<file path="src/rtl/retire_trace_buf.sv">
// retire_trace_buf: circular retire trace with overwrite-on-full, drop counting and idle watchdog
module retire_trace_buf #(
  parameter int DEPTH = 16,
  parameter int PC_W = 32,
  parameter int DATA_W = 64,
  parameter int TIMEOUT = 40
) (
  input  logic                           clk,
  input  logic                           reset,
  input  logic                           ret_valid,
  input  logic [PC_W-1:0]                ret_pc,
  input  logic [4:0]                     ret_robid,
  input  logic                           ret_dst_vld,
  input  logic [4:0]                     ret_dst_reg,
  input  logic [DATA_W-1:0]              ret_data,
  input  logic                           ret_nuke,
  input  logic                           out_ready,
  input  logic                           freeze_clr,
  output logic                           out_valid,
  output logic [12+PC_W+DATA_W-1:0]      out_rec,
  output logic [$clog2(DEPTH+1)-1:0]     count,
  output logic [15:0]                    overflow_cnt,
  output logic                           hang
);
  localparam int AW = $clog2(DEPTH);
  localparam int CW = $clog2(DEPTH+1);
  localparam int RW = 12 + PC_W + DATA_W;
  typedef enum logic {RUN, FROZEN} state_t;
  state_t state;
  logic [RW-1:0] mem [DEPTH];
  logic [AW-1:0] rd_ptr, wr_ptr;
  logic [15:0] idle_cnt;
  logic push, pop, full;
  assign full = count == CW'(DEPTH);
  assign out_valid = count != '0;
  assign out_rec = mem[rd_ptr];
  assign push = ret_valid && state == RUN;
  assign pop = out_valid && out_ready;
  always_ff @(posedge clk)
    if (push) mem[wr_ptr] <= {ret_nuke, ret_pc, ret_robid, ret_dst_vld, ret_dst_reg, ret_data};
  // a push into a full buffer without a pop evicts the oldest entry
  always_ff @(posedge clk) begin
    if (reset) begin
      rd_ptr <= '0;
      wr_ptr <= '0;
      count <= '0;
      overflow_cnt <= '0;
      idle_cnt <= '0;
      hang <= 1'b0;
      state <= RUN;
    end else begin
      if (push) wr_ptr <= wr_ptr + 1'b1;
      if (pop || (push && full)) rd_ptr <= rd_ptr + 1'b1;
      if (push && !pop && !full) count <= count + 1'b1;
      else if (pop && !push) count <= count - 1'b1;
      if (freeze_clr) begin
        idle_cnt <= '0;
        overflow_cnt <= '0;
        hang <= 1'b0;
        state <= RUN;
      end else begin
        if (push && !pop && full && overflow_cnt != 16'hFFFF) overflow_cnt <= overflow_cnt + 1'b1;
        if (state == RUN) begin
          idle_cnt <= ret_valid ? '0 : idle_cnt + 1'b1;
          if (!ret_valid && idle_cnt == 16'(TIMEOUT-1)) begin
            state <= FROZEN;
            hang <= 1'b1;
          end
        end
      end
    end
  end
endmodule
</file>
<file path="config.mk">
export PLATFORM = sky130hd
export DESIGN_NAME = retire_trace_buf
export DESIGN_NICKNAME = d
export VERILOG_FILES = /design/src/rtl/retire_trace_buf.sv
export SDC_FILE = /design/constraint.sdc
export NUM_CORES = 1
export LEC_CHECK = 0
export CAP_MARGIN = 10
export CORE_UTILIZATION = 28
export DETAILED_ROUTE_END_ITERATION = 10
export PLACE_DENSITY_LB_ADDON = 0.12
export SKIP_CTS_REPAIR_TIMING = 1
export SYNTH_ARGS = -nofsm -noshare
export SYNTH_HDL_FRONTEND = slang
export SYNTH_SLANG_ARGS = --single-unit
</file>
<file path="constraint.sdc">
create_clock -name clk -period 11.2 [get_ports clk]
set_input_delay 1.68 -clock clk [delete_from_list [all_inputs] [get_ports clk]]
set_output_delay 1.68 -clock clk [all_outputs]
set_load 0.005 [all_outputs]
</file>
# ---- Word level (Yosys, flattened, before mapping)
# Memory sizes are Yosys's and may differ from the RTL's. A register that Yosys moved wholly into a read port is not among the register bits.
# Index checks and enable logic that the tools add are counted.
dict set report classes {
  n_mux 9
  bitwise_logic 1
  reduce_logical 18
  addsub 6
  eq_ne 3
}
# operator count
set ops {}
lappend ops {{$add 16x1->16 const B} 2}
lappend ops {{$eq 16x6->1 const B} 1}
lappend ops {{$mux 16} 1}
lappend ops {{$ne 16x16->1 const B} 1}
lappend ops {{$mux 5} 2}
lappend ops {{$logic_and 1x1->1} 9}
lappend ops {{$add 4x1->4 const B} 2}
lappend ops {{$mux 4} 2}
lappend ops {{$add 5x1->5 const B} 1}
lappend ops {{$eq 5x5->1 const B} 1}
lappend ops {{$reduce_bool 5->1} 1}
lappend ops {{$sub 5x1->5 const B} 1}
lappend ops {{$logic_not 1->1} 4}
lappend ops {{$mux 1} 4}
lappend ops {{$reduce_and 2->1} 1}
lappend ops {{$reduce_bool 2->1} 1}
lappend ops {{$reduce_or 2->1} 1}
lappend ops {{$logic_or 1x1->1} 1}
lappend ops {{$not 1->1} 1}
dict set report totals {
  ram_bits 1728
  out_inout_bits 131
  mem_count 1
  register_bits 47
}
# name words width rd rd_clocked_by_memory_dff wr line_no
set memory_table {}
lappend memory_table {mem 16 108 1 1 1 30} ;# logic [RW-1:0] mem [DEPTH];

# ---- Longest topological paths before layout
dict set report logic_depth {
  ltp_word 6
  mapped_depth 9
}

# ---- Worst setup path before layout
# OpenSTA, ideal clock, no wires.
dict set report synth_timing {
  path_type {input to register}
  start {in ret_valid}
  end {mem mem[4][0] (netlist name), enable pin}
  cell_stages 5
  setup_time_ns 0.480
  setup_slack_ns 5.929
  t_arrival_ns 4.792
  t_required_ns 10.720
  path_buffers 1
  cell_sequence {nor2b_1 > clkbuf_1 > nand2_1 > nor2_1 > and2_1}
}
dict set report synth_via {
  elab_chain_len 3
}
# item line_no
set synth_lines {}
lappend synth_lines {{start: declaration} 10} ;# input logic ret_valid,
lappend synth_lines {{$logic_and 1x1->1} 37} ;# assign push = ret_valid && state == RUN;
lappend synth_lines {{$mux 1} 40} ;# if (push) mem[wr_ptr] <= {ret_nuke, ret_pc, ret_robid, ret_dst_vld, ret_dst_reg, ret_data};
lappend synth_lines {{$mux 1 (implied by the code)} 40}
lappend synth_lines {{end: declaration} 30}
# Every way passes these cells.

==> results.tsv <==
stage	metric	value	unit
route	Detailed Route WL	179000	um
global_routing	antenna violations before repair	32	
floorplan	core area	238000	um2
finish	layout cells sized above 1	0.276	
sta	Max Fclk	149	MHz
sta	Hold Fails Final Rpt	0	
clocking	clk buf depth	3	
sta	max-slew violation count	0	
power_and_ir_drop	PD cells	212	nW/um2
setup_path	CP arrival	5.01	ns
finish	area occupied by multi-input gates	13800	um2
clocking	H-tree depth	4	
yosys	Yosys warning total	0	
global_routing	first-pass GRT wire length	254000	um
finish	most frequent cells in the layout	edfxtp_1, mux4_2, clkdlybuf4s50_1	
yosys	Post-synth EDFFs	1728	
floorplan	Rows	179	
global_routing	gr ovfl total	0	
global_routing	largest net degree at the start of global routing	143	
yosys	syn_nets	2834	
placement	placed cells	6040	
yosys	count of different cell masters after synthesis	49	
placement	GPL Wtd Cong	0.717	
setup_path	Worst Path Required	9.52	ns
power_and_ir_drop	leakage power	23.6	nW
floorplan	Die Wd	492	um
clocking	root buffer cell	clkbuf_16	
setup_path	crit path max fanout	63	
sta	RSZ-0062 raised after global routing	false	
sta	Slew @ Worst Pin	1.32	ns
placement	post-DP HPWL	91000	um
hold_path	worst hold path type	register to register	
finish	FILL cells	22278	
floorplan	count of boundary I/O pins	244	
route	Vias/cell	4.74	
setup_path	Setup Crit Path Kind	register to primary output	
yosys	#FFs+latches synth	1779	
yosys	Netlist Area Pre-Place	67200	um2
placement	I/O Buffers	243	
finish	Finished Layout Cells	6404	
floorplan	starting density of the core	0.282	
yosys	post-synth top area cell	edfxtp_1	
route	Initial DRC Count	2544	
finish	fin nets	3196	
yosys	Post-Syn Instances	2710	
sta	Layout Skew	0.0270	ns
global_routing	vias in the first global route	32999	
finish	most common cell after layout, fill and taps aside	edfxtp_1	
clocking	CTS Buf Count	197	
floorplan	Die Y	492	um
setup_path	CP Launch Type	register	
sta	crit share post-route	0.597	
finish	P&R area growth vs syn	18.7	%
route	Pre-antenna DRT Iters	8	
yosys	largest cells by area after synthesis	edfxtp_1, mux4_2, dfxtp_1	
yosys	Async S/R FF share, synth	0	
sta	post-layout min period	6.69	ns
clocking	CTS tree	done	
route	drt drc	28	
floorplan	Die Footprint	242000	um2
sta	worst hold slack	0.471	ns
clocking	Worst-Skew Late Latency	0.84	ns
flow_run	max-cap violation count	0	
run_status	failing checks	design-rule violations	
run_status	status	complete, but fails checks	
power_and_ir_drop	worst vdd ir	131	uV
setup_path	Worst Setup End Kind	primary output	
clocking	Worst-path clk slew	0.06	ns
finish	Seq. cell area	52900	um2
sta	TNS Setup	0	ns
route	Post-DRT Antenna Nets	0	
route	via count	30325	
sta	# setup viols final	0	
yosys	predominant post-synthesis flop cell	edfxtp_1	
yosys	post-synth top area share	0.772	
yosys	Mean Syn Cell Area	24.8	um2
yosys	register area share after synthesis	0.787	
clocking	clk sink count	1779	
sta	Worst slew margin	0.117	
global_routing	GR Util All Layers	0.148	
route	DR WL/cell	27.9	um
[state kept, by name, summed over array words and instances, names as in the netlist, named ones only]
| name | flops |
|---|---|
| mem | 1728 |
| idle_cnt | 16 |
| count | 5 |
| state | 1 |
| overflow_cnt | 16 |
| rd_ptr | 4 |
| hang | 1 |
| wr_ptr | 4 |
[Yosys cell counts, types with 2 or more instances]
cell      instances
ha_1             10
or4_4             2
or3_1            10
a41o_1            3
buf_2            19
nor4bb_1          2
nand4b_1          3
nor2b_1           4
xor2_1            6
buf_1            26
and3_1            2
mux2i_1           4
and4_1            4
dfxtp_1          51
a21oi_1          27
mux4_2          540
o31ai_1           7
nand3_1           8
nor3_1            8
nand2b_1          3
o41ai_1           3
nor4_1            6
a211oi_1          4
inv_1            13
o21ai_0          12
xnor2_1           7
a21o_1            3
or2_2             2
nor2_1           23
a31oi_1           3
nor3b_1           2
nand2_1          22
nand4_1          14
edfxtp_1       1728
or4_1            11
o211ai_1          2
and2_1           19
clkbuf_1         86
[worst paths after layout]
kind / start / end / slack [ns] / cells past startpoint
worst max register to register: state / mem[11][12] / 7.34 / 6
worst min-delay path: hang / hang / 0.47 / 1
worst max-delay path: register / out_rec[48] / 4.51 / 5
worst min register to register: hang / hang / 0.47 / 1
[cell families after synthesis]
| family | share of synthesized area |
|---|---|
| AND/OR/NAND/NOR | 0.0129 |
| AO/OA/AOI/OAI | 0.00644 |
| buffers and inverters | 0.00856 |
| XOR/XNOR | 0.00169 |
| multiplexers | 0.181 |
| adder cells (fa/ha/maj) | 0.00216 |
| flip-flops | 0.787 |
[per-layer routing]
layer / GRT usage / vias up / share of wire / wire (um)
met5: 0 / - / 0.00065 / 116
met4: 0.0389 / 20 / 0.020 / 3580
met3: 0.0287 / 257 / 0.047 / 8440
met2: 0.246 / 664 / 0.49 / 88400
met1: 0.198 / 16810 / 0.44 / 78300
li1: - / 12574 / - / -
[critical path, stage by stage, from the launching register on]
cell and delay (ns):
dfxtp_4 0.77, buf_4 0.87, buf_4 0.83, mux4_2 0.41, mux4_2 0.57, clkdlybuf4s50_1 0.50
[per-stage QoR]
step	worst slack [ns]	power (mW)	util	area [um2]
3_5_place_dp	5.30	11.0	0.309	73700
4_1_cts	4.35	17.3	0.335	79800
2_1_floorplan	5.93	9.68	-	67200
6_report	4.51	16.9	0.335	79800
5_1_grt	4.21	17.6	0.335	79800
3_3_place_gp	5.31	11.0	0.309	73700
[power by group]
group / internal [mW] / switching (mW) / leakage (nW) / total, mW
Combinational: 1.76 / 1.46 / 4.59 / 3.22
Clock: 3.56 / 2.65 / 3.01 / 6.20
Sequential: 7.40 / 0.105 / 16.0 / 7.50
[area by class of cell]
cell class | count | share of cell area
Clock buffer | 226 | 0.0634
Sequential cell | 1779 | 0.663
Timing Repair Buffer | 295 | 0.0366
Clock inverter | 127 | 0.0137
Antenna cell | 11 | 0.000345
Inverter | 13 | 0.000611
Multi-Input combinational cell | 786 | 0.173
Tap cell | 3167 | 0.0496
Note: power is estimated with default switching activity, not from simulation.
